$ cat config.mk
export PLATFORM = sky130hd
export DESIGN_NAME = cdb_arbiter
export DESIGN_NICKNAME = d
export VERILOG_FILES = /design/src/rtl/cdb_pkg.sv /design/src/rtl/cdb_arbiter_rr_pick.sv /design/src/rtl/cdb_arbiter.sv
export SDC_FILE = /design/constraint.sdc
export NUM_CORES = 1
export LEC_CHECK = 0
export ABC_AREA = 1
export BUFFER_PORTS_ARGS = -buffer_cell sky130_fd_sc_hd__buf_2
export CAP_MARGIN = 10
export CELL_PAD_IN_SITES_DETAIL_PLACEMENT = 1
export CELL_PAD_IN_SITES_GLOBAL_PLACEMENT = 1
export CORE_MARGIN = 8
export CORE_UTILIZATION = 30
export DETAILED_ROUTE_END_ITERATION = 7
export MAX_ROUTING_LAYER = met4
export PLACE_DENSITY = 0.95
export RECOVER_POWER = 100
export SETUP_SLACK_MARGIN = 0.05
export SYNTH_ARGS = -nofsm -noshare
export SYNTH_HDL_FRONTEND = slang
export SYNTH_SLANG_ARGS = --single-unit
$ cat constraint.sdc
create_clock -name clk -period 7.1 [get_ports clk]
set_clock_uncertainty 0.15 [all_clocks]
set_input_delay 2.13 -clock clk [delete_from_list [all_inputs] [get_ports clk]]
set_output_delay 2.13 -clock clk [all_outputs]
set_load 0.03 [all_outputs]
$ cat src/rtl/cdb_pkg.sv
// Shared common-data-bus definitions: default widths, the reserved "no tag"
// queue id, and the broadcast message layout seen by reservation stations
// and the register-status table.
package cdb_pkg;

    localparam int ID_W   = 3;
    localparam int DATA_W = 32;

    // Queue id 0 means "no tag / register ready"; it must never be broadcast.
    localparam int unsigned CDB_ID_NONE = 0;

    typedef struct packed {
        logic [ID_W-1:0]   id;
        logic              int_flag;
        logic [DATA_W-1:0] data;
    } cdb_msg_t;

endpackage

$ cat src/rtl/cdb_arbiter_rr_pick.sv
// Rotating priority encoder: starting at ptr and wrapping modulo N_REQ,
// picks the first asserted request. Purely combinational.
module rr_pick #(
    parameter int N_REQ = 4,
    parameter int PTR_W = 2
) (
    input  logic [N_REQ-1:0] req,
    input  logic [PTR_W-1:0] ptr,
    output logic [N_REQ-1:0] grant,
    output logic [PTR_W-1:0] idx,
    output logic             any
);

    int unsigned      cand;
    logic [PTR_W-1:0] cand_idx;

    // Walk ptr, ptr+1, ... (mod N_REQ); first requester found wins.
    always_comb begin
        grant    = '0;
        idx      = '0;
        any      = 1'b0;
        cand     = 0;
        cand_idx = '0;
        for (int unsigned k = 0; k < int'(N_REQ); k++) begin
            cand = int'(ptr) + k;
            if (cand >= int'(N_REQ)) begin
                cand = cand - int'(N_REQ);
            end
            cand_idx = PTR_W'(cand);
            if (!any && req[cand_idx]) begin
                grant[cand_idx] = 1'b1;
                idx             = cand_idx;
                any             = 1'b1;
            end
        end
    end

endmodule

$ cat src/rtl/cdb_arbiter.sv
// Round-robin arbiter for the common data bus. One requester is granted per
// cycle; its result is registered and broadcast for exactly one cycle.
module cdb_arbiter
    import cdb_pkg::*;
#(
    parameter int N_REQ  = 4,
    parameter int DATA_W = cdb_pkg::DATA_W,
    parameter int ID_W   = cdb_pkg::ID_W
) (
    input  logic                    clk,
    input  logic                    rst,
    input  logic [N_REQ-1:0]        req_valid,
    input  logic [N_REQ*ID_W-1:0]   req_id,
    input  logic [N_REQ-1:0]        req_int,
    input  logic [N_REQ*DATA_W-1:0] req_data,
    output logic [N_REQ-1:0]        req_grant,
    input  logic                    hold,
    input  logic                    flush,
    output logic                    cdb_valid,
    output logic [ID_W-1:0]         cdb_id,
    output logic                    cdb_int,
    output logic [DATA_W-1:0]       cdb_data,
    output logic                    id_err
);

    localparam int PTR_W = $clog2(N_REQ);

    logic [PTR_W-1:0]  ptr;
    logic [PTR_W-1:0]  ptr_nxt;
    logic [N_REQ-1:0]  pick_grant;
    logic [PTR_W-1:0]  pick_idx;
    logic              pick_any;
    logic              grant_en;
    logic              fire;
    logic [ID_W-1:0]   sel_id;
    logic              sel_int;
    logic [DATA_W-1:0] sel_data;

    rr_pick #(
        .N_REQ (N_REQ),
        .PTR_W (PTR_W)
    ) u_pick (
        .req   (req_valid),
        .ptr   (ptr),
        .grant (pick_grant),
        .idx   (pick_idx),
        .any   (pick_any)
    );

    // Gate grants with hold/flush and select the winner's payload.
    always_comb begin
        grant_en  = !hold && !flush;
        fire      = grant_en && pick_any;
        req_grant = grant_en ? pick_grant : '0;
        sel_id    = req_id[int'(pick_idx)*ID_W +: ID_W];
        sel_int   = req_int[pick_idx];
        sel_data  = req_data[int'(pick_idx)*DATA_W +: DATA_W];
        if (int'(pick_idx) == N_REQ - 1) begin
            ptr_nxt = '0;
        end else begin
            ptr_nxt = pick_idx + PTR_W'(1);
        end
    end

    // Broadcast register, priority pointer and sticky id-0 error flag.
    always_ff @(posedge clk or posedge rst) begin
        if (rst) begin
            ptr       <= '0;
            cdb_valid <= 1'b0;
            cdb_id    <= '0;
            cdb_int   <= 1'b0;
            cdb_data  <= '0;
            id_err    <= 1'b0;
        end else if (flush) begin
            ptr       <= '0;
            cdb_valid <= 1'b0;
            cdb_id    <= '0;
            cdb_int   <= 1'b0;
            cdb_data  <= '0;
        end else if (fire) begin
            ptr       <= ptr_nxt;
            cdb_valid <= 1'b1;
            cdb_id    <= sel_id;
            cdb_int   <= sel_int;
            cdb_data  <= sel_data;
            if (sel_id == ID_W'(CDB_ID_NONE)) begin
                id_err <= 1'b1;
            end
        end else begin
            cdb_valid <= 1'b0;
            cdb_id    <= '0;
            cdb_int   <= 1'b0;
            cdb_data  <= '0;
        end
    end

endmodule
# Yosys cells after proc, flatten, opt, wreduce, memory -nomap -nowiden
# Index checks and enable logic that the tools add are counted.
[classes]
n_mux = 46
magnitude_cmp = 13
bitwise_logic = 4
multipliers = 1
n_addsub = 8
reduce_logical = 17
n_eq_ne = 1
shift = 2
[op_table]
columns = ["operator", "count"]
rows = [
  ["128-bit by 8-bit variable part select with 32-bit output", 1],
  ["32-bit two-way mux", 2],
  ["2-bit two-way mux", 11],
  ["4-bit two-way mux", 5],
  ["1-bit two-way mux", 17],
  ["2-bit by 3-bit less-than comparator with 1-bit output, second input constant", 5],
  ["4-bit bitwise OR", 3],
  ["12-bit by 5-bit variable part select with 3-bit output", 1],
  ["1-bit binary-select mux with 2-bit select", 5],
  ["3-bit greater-or-equal comparator, second input constant", 3],
  ["1-bit logical AND", 9],
  ["1-bit demux with 2-bit select", 4],
  ["2-bit by 1-bit greater-or-equal comparator with 1-bit output, second input constant", 4],
  ["2-bit by 1-bit subtractor with 2-bit output, second input constant", 4],
  ["2-bit by 2-bit adder with 3-bit output, second input constant", 2],
  ["3-bit two-way mux", 2],
  ["1-bit zero test", 5],
  ["2-bit by 2-bit multiplier with 4-bit output, second input constant", 1],
  ["2-bit by 1-bit adder with 3-bit output, second input constant", 1],
  ["2-bit by 3-bit greater-or-equal comparator with 1-bit output, second input constant", 1],
  ["3-bit zero test", 1],
  ["3-bit AND reduction", 1],
  ["2-bit by 1-bit adder with 2-bit output, second input constant", 1],
  ["2-bit by 1-bit == test with 1-bit output, second input constant", 1],
  ["2 further kinds", 2],
]
[totals]
input_bits = 152
word_cells = 98
regBits = 40
output_inout_bits = 42

# Longest topological paths before layout
# Gate-level depths: netlist (run 1).
[logic_depth]
depth_word = 18
mapped_depth = 17

# Hierarchy
# A second synthesis (run 1) with hierarchy kept.
[unflattened]
hier_cells = 421
hier_area_um2 = 2805.2
[modules_own_cells]
columns = ["module", "cells_each", "instances", "area_per_inst_um2"]
rows = [
  ["cdb_arbiter", 347, 1, 2364.8],
  ["rr_pick", 74, 1, 440.4],
]

# Worst setup path after synthesis (run 1)
# OpenSTA, ideal clock, no wires.
[synth_timing]
kind = "in2out"
from = "input req_valid[2]"
to = "output req_grant[1]"
path_slack_ns = 1.761
path_stages = 9
t_arrival_ns = 3.059
n_path_buf = 0
required_time_ns = 4.820
cell_sequence = "nand2_1 -> nand3_1 -> nand2_1 -> inv_2 -> nor3_2 -> nand3_1 -> nand3_1 -> nand2_1 -> inv_1"
[synth_between]
elab_chain_len = 13
word_cells_on_any_way = 25
classes_between = "mux: 16; bitwise: 3; reduce/logical: 6"
[synth_lines]
columns = ["item", "line", "text"]
rows = [
  ["start: declaration", "cdb_arbiter.sv:12", "input logic [N_REQ-1:0] req_valid,"],
  ["1-bit binary-select mux with 2-bit select", "cdb_arbiter_rr_pick.sv:30", "if (!any && req[cand_idx]) begin"],
  ["1-bit two-way mux (implied by the code)", "cdb_arbiter_rr_pick.sv:30", ""],
  ["1-bit two-way mux", "cdb_arbiter_rr_pick.sv:30", ""],
  ["1-bit zero test", "cdb_arbiter_rr_pick.sv:30", ""],
  ["1-bit logical AND", "cdb_arbiter_rr_pick.sv:30", ""],
  ["1-bit two-way mux", "cdb_arbiter_rr_pick.sv:30", ""],
  ["1-bit zero test", "cdb_arbiter_rr_pick.sv:30", ""],
  ["1-bit logical AND", "cdb_arbiter_rr_pick.sv:30", ""],
  ["1-bit two-way mux", "cdb_arbiter_rr_pick.sv:30", ""],
  ["1-bit zero test", "cdb_arbiter_rr_pick.sv:30", ""],
  ["1-bit logical AND", "cdb_arbiter_rr_pick.sv:30", ""],
  ["4-bit two-way mux (*)", "cdb_arbiter_rr_pick.sv:30", ""],
  ["4-bit two-way mux (*)", "cdb_arbiter.sv:54", "req_grant = grant_en ? pick_grant : '0;"],
  ["end: declaration", "cdb_arbiter.sv:16", "output logic [N_REQ-1:0] req_grant,"],
]
# Every way passes the cells marked *; elsewhere a longest branch is shown, timed or not. The select of a mux whose other input is x is not followed.

# Worst setup path in the final report (run 1)
[layout_timing]
from = "input req_valid[1]"
to = "output req_grant[2]"
# The elaborated chain is that of the path after synthesis.

==> results of run 1 <==
-- tightest hold or removal path, cell delays in order, from the launching register on --
cell	delay, ps
sky130_fd_sc_hd__dfrtp_1	350
sky130_fd_sc_hd__inv_1	40
sky130_fd_sc_hd__nand2_1	50
-- metal layers --
| layer | vias to the layer above | GRT usage | part of all wire |
|---|---|---|---|
| met3 | 28 | 0.0284 | 0.053 |
| li1 | 1778 | - | - |
| met4 | 0 | 0.0701 | 0.025 |
| met5 | - | - | 0 |
| met1 | 1755 | 0.211 | 0.41 |
| met2 | 139 | 0.357 | 0.52 |
-- cell usage in the layout (no fill, tap or decap) --
master | synthesis | final
sky130_fd_sc_hd__inv_1 | 59 | 61
sky130_fd_sc_hd__o22ai_1 | 1 | 1
sky130_fd_sc_hd__nand4_1 | 1 | 1
sky130_fd_sc_hd__nand3_2 | 2 | 2
sky130_fd_sc_hd__xnor2_1 | 1 | 1
sky130_fd_sc_hd__ha_1 | 8 | 8
sky130_fd_sc_hd__clkbuf_1 | 10 | 45
sky130_fd_sc_hd__dfrtp_1 | 40 | 40
sky130_fd_sc_hd__clkbuf_8 | 0 | 5
sky130_fd_sc_hd__nor3_2 | 1 | 1
sky130_fd_sc_hd__a22oi_1 | 4 | 4
sky130_fd_sc_hd__buf_2 | 10 | 150
sky130_fd_sc_hd__nand2_4 | 1 | 1
sky130_fd_sc_hd__nand2_2 | 6 | 5
sky130_fd_sc_hd__nand3b_1 | 1 | 1
sky130_fd_sc_hd__o21ai_1 | 47 | 27
sky130_fd_sc_hd__a21boi_0 | 1 | 1
sky130_fd_sc_hd__clkinv_2 | 0 | 1
sky130_fd_sc_hd__nor2_1 | 39 | 39
sky130_fd_sc_hd__or2_2 | 1 | 1
sky130_fd_sc_hd__o21ai_2 | 1 | 1
sky130_fd_sc_hd__o21ai_0 | 22 | 42
sky130_fd_sc_hd__a21oi_1 | 103 | 103
sky130_fd_sc_hd__inv_2 | 5 | 3
sky130_fd_sc_hd__bufinv_16 | 0 | 1
sky130_fd_sc_hd__buf_4 | 6 | 2
sky130_fd_sc_hd__nand3_1 | 28 | 28
sky130_fd_sc_hd__nor2_8 | 1 | 1
sky130_fd_sc_hd__nand2_1 | 31 | 32
-- flip-flops by register name (all words and copies together), names as in the netlist --
| signal | count |
|---|---|
| id_err | 1 |
| ptr | 2 |
| cdb_int | 1 |
| cdb_data | 32 |
| cdb_id | 3 |
| cdb_valid | 1 |
-- kinds of logic after synthesis --
| group | after synthesis | share of synthesized area |
|---|---|---|
| AO/OA/AOI/OAI | 179 | 0.308 |
| AND/OR/NAND/NOR | 112 | 0.176 |
| buffers and inverters | 94 | 0.141 |
| flip-flops | 40 | 0.338 |
| adder cells (fa/ha/maj) | 8 | 0.0338 |
| XOR/XNOR | 1 | 0.00296 |
-- synth_stat cells, drive strengths merged --
library cell / number
nand2: 38
inv: 64
nand3b: 1
a22oi: 4
o22ai: 1
a21boi: 1
buf: 20
nand3: 30
o21ai: 70
a21oi: 103
or2: 1
nor3: 1
xnor2: 1
dfrtp: 40
ha: 8
nand4: 1
nor2: 40
clkbuf: 10
-- power breakdown --
group / switching (mW) / total [mW] / internal, mW
Sequential: 0.0463 / 0.367 / 0.320
Clock: 0.0805 / 0.185 / 0.104
Combinational: 1.21 / 1.69 / 0.474
-- through the flow --
stage / worst slack (ps) / cell area, um^2 / instances
floorplan: 1760 / 2960 / 434
global placement: 1520 / 3950 / 733
global route: 622 / 3990 / 741
detailed placement: 1290 / 3950 / 733
finish: 994 / 3990 / 741
CTS: 1280 / 4060 / 741
-- final cells by class --
type,instances,share of cell area
multi-input cells,300,0.387
flip-flops and latches,40,0.251
repair buffers,196,0.233
inverters,64,0.0602
well taps,133,0.0417
clock buffers,6,0.0182
clock inverters,2,0.00879
-- final timing paths --
kind | startpoint | slack (ps) | cells past startpoint | end
min in group asynchronous | rst | 2190 | 2 | cdb_data[13]
max in group asynchronous | rst | 3680 | 2 | ptr[1]
setup / recovery | req_valid[1] | 990 | 11 | req_grant[2]
hold / removal | id_err | 330 | 2 | id_err
setup reg to reg | ptr[0] | 2000 | 13 | cdb_data[0]
hold reg to reg | id_err | 330 | 2 | id_err
==> out/results.md, run 1 <==
| Step | Parameter | This run |
| --- | --- | --- |
| pwr | VDD IR-drop max | 0.811 mV |
| cells and area | FILL cells | 1,334 |
| run status | Result of the run | finished with violations |
| yosys | Synth Instances | 434 |
| detailed routing | Violation count after the first detailed-route iteration | 206 |
| clock network | Number of clock buffers inserted by TritonCTS | 5 |
| floorplanning | Width of the chip | 115 um |
| sta | Final period utilization | 0.860 |
| clock network | H-tree depth | 2 |
| detailed routing | Drt total wl | 13,100 um |
| floorplanning | Initial standard-cell utilization of the core | 0.306 |
| critical path | Critical Path Most Common Cell | sky130_fd_sc_hd__nand2_1 |
| clock network | Hold_buf cts | 0 |
| global routing | Overall routing resource usage | 0.196 |
| floorplanning | Height of the die | 115 um |
| critical path | Startpoint type of the worst setup path | primary input |
| critical path | Data required time at the worst endpoint | 4820 ps |
| cells and area | Area grow syn2layout | 34.6% |
| sta | Setup TNS after final layout | 0 ps |
| yosys | Number of unique standard cell types used by synthesis | 27 |
| detailed routing | Number of detailed-routing iterations run before antenna repair | 4 |
| floorplanning | Cell row count | 36 |
| critical path | Stage delay of the slowest cell on the critical path | 390 ps |
| yosys | Ys Warns | 0 |
| detailed routing | Detailed-route DRC error count | 0 |
| sta | Peak Freq | 164 MHz |
| run | Count of max-cap constraint violations | 2 |
| cells and area | Multi-input gate area in the final layout | 1540 um^2 |
| yosys | Post-synthesis sequential area ratio | 0.338 |
| yosys | Yosys top cell by area | sky130_fd_sc_hd__dfrtp_1 |
| clock network | Deepest clock path buffer count | 2 |
| pwr | Power, Total | 2.24 mW |
| detailed routing | Antenna violation net count after detailed routing | 0 |
| sta | Number of endpoints failing setup at the final stage | 0 |
| sta | Unrepaired setup endpoints after global routing | no |
| critical path | Endpoint kind of the worst setup timing path | output port |
| cells and area | Layout Nets | 767 |
| sta | Headroom to the max-slew limit | -0.271 |
| floorplanning | Die ar. | 13,300 um^2 |
| floorplanning | CORE AREA | 9680 um^2 |
| clock network | Setup bufs post-CTS | 0 |
| placement | Gpl congestion | 0.926 |
| clock network | Total clock sinks | 40 |
| cells and area | Area taken by flip-flops and latches | 1000 um^2 |
| cells and area | Fraction of the core area covered by cells at the end of the flow | 0.412 |
| critical path | Critical path arrival | 3830 ps |
| critical path | CP Buf/Inv Count | 3 |
| sta | Minimum clock period | 6110 ps |
| global routing | Number of antenna violations at the first check in global routing | 0 |
| critical path | Startpoint-to-endpoint class of the critical path | in2out |
| yosys | Mean cell area of the mapped netlist | 6.83 um^2 |
| clock network | Clock root buffer master | sky130_fd_sc_hd__clkbuf_8 |
| sta | Worst slew pin tran | 1910 ps |
| cells and area | Layout cells sized above 1 | 0.286 |
| critical path | Critical path, cell by cell | buf_2 -> nand2_1 -> nand2_1 -> nand2_2 -> nand2_1 -> nor3_2 -> nand3_1 -> nand3_1 -> nand2_1 -> inv_1 -> clkbuf_1 |
| critical path | Crit Path Max Fanout | 8 |
| pwr | Total leakage power | 2.16 nW |
| floorplanning | Num ports | 194 |
| clock network | Clock latency of the later-clocked register in the worst-skew pair | 280 ps |
| detailed routing | Vias per inst | 4.99 |
| run status | Failing checks | max-capacitance violations, max-slew violations |
| sta | Final hold slack | 329 ps |
| yosys | Area share of the largest cell type after synthesis | 0.338 |
| clock network | Reg clk slew, reported paths | 70 ps |
| global routing | Pin count of the biggest net entering global routing | 108 |
| global routing | Number of global-route vias before repair | 4,028 |
| global routing | Global-route wire length before repair | 20,100 um |
| critical path | Critical Path Slowest Stage Cell | sky130_fd_sc_hd__nor3_2 |
| placement | Count of input and output buffers | 193 |
| sta | Final Max Tran Viols | 81 |
| pwr | Total power divided by cell area | 562 nW/um^2 |
| yosys | Register bit total from synthesis | 40 |
| yosys | Summed instance area of the synthesized netlist | 2960 um^2 |
| critical path | Family with the most delay on the worst path | simple AND/OR/NAND/NOR gates |
| detailed routing | Detail-routed net length per standard cell | 17.7 um |
| cells and area | Number of inserted diodes | 0 |
| global routing | Final global-route overflow total | 0 |
| placement | Post-detail-place hpwl | 9970 um |
| clock network | Post_cts resized | 0 |
| detailed routing | DR vias | 3,700 |
| yosys | Top cells by area in the synthesized netlist | sky130_fd_sc_hd__dfrtp_1, sky130_fd_sc_hd__a21oi_1, sky130_fd_sc_hd__o21ai_1, sky130_fd_sc_hd__inv_1, sky130_fd_sc_hd__nor2_1 |
| clock network | TritonCTS clock tree | done |
| yosys | Syn nets | 594 |
| min path | Hold/Removal Path Class | reg2reg |
| sta | Count of final hold-check violations | 0 |
(Power assumes the default switching activity.)
==> inputs of run 2 (changes only) <==
--- a/config.mk
+++ b/config.mk
@@ -12,7 +12,10 @@
 export CELL_PAD_IN_SITES_GLOBAL_PLACEMENT = 1
 export CORE_MARGIN = 8
 export CORE_UTILIZATION = 30
+export CTS_BUF_LIST = sky130_fd_sc_hd__clkbuf_4 sky130_fd_sc_hd__clkbuf_8 sky130_fd_sc_hd__clkbuf_16
+export CTS_CLUSTER_DIAMETER = 200
 export DETAILED_ROUTE_END_ITERATION = 7
+export GPL_TIMING_DRIVEN = 0
 export MAX_ROUTING_LAYER = met4
 export PLACE_DENSITY = 0.95
 export RECOVER_POWER = 100
==> out/results.md, run 2 (same netlist as run 1, synthesis figures left out) <==
| Step | Parameter | This run |
| --- | --- | --- |
| critical path | Crit Path Max Fanout | 8 |
| global routing | Final global-route overflow total | 0 |
| detailed routing | Number of detailed-routing iterations run before antenna repair | 4 |
| sta | Count of final hold-check violations | 0 |
| sta | Final worst slack | 1060 ps |
| placement | Number of placed instances with taps included | 760 |
| cells and area | Layout cells sized above 1 | 0.291 |
| placement | Gpl congestion | 0.891 |
| detailed routing | Antenna violation net count after detailed routing | 0 |
| pwr | Total leakage power | 2.24 nW |
| sta | Final hold slack | 330 ps |
| critical path | Endpoint kind of the worst setup timing path | output port |
| placement | Post-placement worst setup slack | 1390 ps |
| placement | Count of input and output buffers | 193 |
| cells and area | Area grow syn2layout | 39.9% |
| cells and area | Layout Nets | 794 |
| floorplanning | Height of the die | 115 um |
| pwr | VDD IR-drop max | 0.194 mV |
| global routing | Overall routing resource usage | 0.209 |
| cells and area | Area taken by flip-flops and latches | 1000 um^2 |
| floorplanning | Initial standard-cell utilization of the core | 0.306 |
| clock network | Setup bufs post-CTS | 0 |
| global routing | Number of global-route vias before repair | 4,401 |
| detailed routing | DR vias | 3,803 |
| pwr | Power, Total | 2.43 mW |
| sta | Peak Freq | 166 MHz |
| cells and area | Commonest cells after routing, fill and taps aside | sky130_fd_sc_hd__buf_2, sky130_fd_sc_hd__a21oi_1, sky130_fd_sc_hd__inv_1, sky130_fd_sc_hd__clkbuf_1, sky130_fd_sc_hd__o21ai_0 |
| run | Count of max-cap constraint violations | 1 |
| sta | Minimum clock period | 6040 ps |
| floorplanning | Cell row count | 36 |
| detailed routing | Violation count after the first detailed-route iteration | 169 |
| floorplanning | Num ports | 194 |
| clock network | Number of clock buffers inserted by TritonCTS | 5 |
| clock network | H-tree depth | 2 |
| clock network | TritonCTS clock tree | done |
| clock network | Total clock sinks | 40 |
| critical path | Startpoint type of the worst setup path | primary input |
| cells and area | Max FFs per register | 32 |
| global routing | Global-route wire length before repair | 21,400 um |
| sta | Worst slew pin tran | 1640 ps |
| cells and area | Multi-input gate area in the final layout | 1530 um^2 |
| clock network | Deepest clock path buffer count | 2 |
| clock network | Hold_buf cts | 0 |
| clock network | Clock latency of the later-clocked register in the worst-skew pair | 290 ps |
| sta | Unrepaired setup endpoints after global routing | no |
| detailed routing | Detailed-route DRC error count | 0 |
| pwr | Total power divided by cell area | 586 nW/um^2 |
| cells and area | Filler-free cell count of the finished design | 769 |
| cells and area | Largest registers | cdb_data x32, cdb_id x3, ptr x2 |
| sta | Final period utilization | 0.851 |
| critical path | Startpoint-to-endpoint class of the critical path | in2out |
| sta | Setup TNS after final layout | 0 ps |
| global routing | Pin count of the biggest net entering global routing | 41 |
| sta | Final Max Tran Viols | 41 |
| run status | Result of the run | finished with violations |
| sta | Number of endpoints failing setup at the final stage | 0 |
| critical path | Data required time at the worst endpoint | 4820 ps |
| clock network | Clock root buffer master | sky130_fd_sc_hd__clkbuf_8 |
| placement | Post-detail-place hpwl | 11,300 um |
| detailed routing | Vias per inst | 4.95 |
| cells and area | FILL cells | 1,332 |
| cells and area | Fraction of the core area covered by cells at the end of the flow | 0.428 |
| detailed routing | Drt total wl | 13,900 um |
| run status | Failing checks | max-capacitance violations, max-slew violations |
| cells and area | Largest reg by FF count | cdb_data |
| detailed routing | Detail-routed net length per standard cell | 18.1 um |
| min path | Hold/Removal Path Class | reg2reg |
| critical path | Critical path arrival | 3760 ps |
| clock network | Post_cts resized | 0 |
| sta | Headroom to the max-slew limit | -0.0953 |
| cells and area | Leading cell type in the layout, fill and taps excluded | sky130_fd_sc_hd__buf_2 |
| floorplanning | CORE AREA | 9680 um^2 |
| cells and area | Post-layout instance area | 4140 um^2 |
| floorplanning | Die ar. | 13,300 um^2 |
| floorplanning | Width of the chip | 115 um |
| global routing | Number of antenna violations at the first check in global routing | 1 |
| placement | Instance area at placement | 4100 um^2 |
| clock network | Reg clk slew, reported paths | 80 ps |
[run 2: changes by cell type in the layout (fill, tap and decap cells not counted), sizes merged]
cell and delta:
clkinv -1, clkbuf +17, buf +11, diode +1
[run 2: final cells by class]
cell class              instances  share of cell area
inverters                      64              0.0580
multi-input cells             300               0.370
diodes                          1            0.000604
clock inverters                 1             0.00725
clock buffers                   7              0.0232
flip-flops and latches         40               0.242
repair buffers                193               0.220
plain buffers                  30              0.0396
well taps                     133              0.0402
[run 2: worst max-delay path: stages]
cell	delay, ps
sky130_fd_sc_hd__buf_2	120
sky130_fd_sc_hd__inv_1	50
sky130_fd_sc_hd__nand2_1	50
sky130_fd_sc_hd__nand3_2	100
sky130_fd_sc_hd__nand2_1	270
sky130_fd_sc_hd__nor2_1	370
sky130_fd_sc_hd__a22oi_1	120
sky130_fd_sc_hd__nand2_1	90
sky130_fd_sc_hd__o21ai_0	70
sky130_fd_sc_hd__inv_1	70
sky130_fd_sc_hd__clkbuf_1	310
[run 2: worst paths after layout]
kind / startpoint / to / slack, ps / depth (start not counted)
setup / recovery: req_valid[3] / req_grant[3] / 1060 / 11
hold / removal: id_err / id_err / 330 / 2
setup reg to reg: ptr[0] / cdb_data[31] / 3200 / 13
hold reg to reg: id_err / id_err / 330 / 2
max in group asynchronous: rst / id_err / 3650 / 2
min in group asynchronous: rst / cdb_data[17] / 2190 / 2
[run 2: per-layer routing]
metal / vias up / share of wire / track usage
met5: - / 0 / -
met4: 0 / 0.025 / 0.0779
met3: 21 / 0.061 / 0.0357
met2: 148 / 0.52 / 0.383
met1: 1798 / 0.39 / 0.218
li1: 1836 / - / -
[run 2: power breakdown]
| group | switching, mW | internal (mW) | total [mW] |
|---|---|---|---|
| clock network | 0.0872 | 0.124 | 0.211 |
| registers | 0.0443 | 0.320 | 0.364 |
| logic | 1.29 | 0.560 | 1.85 |
| total | 1.42 | 1.00 | 2.43 |
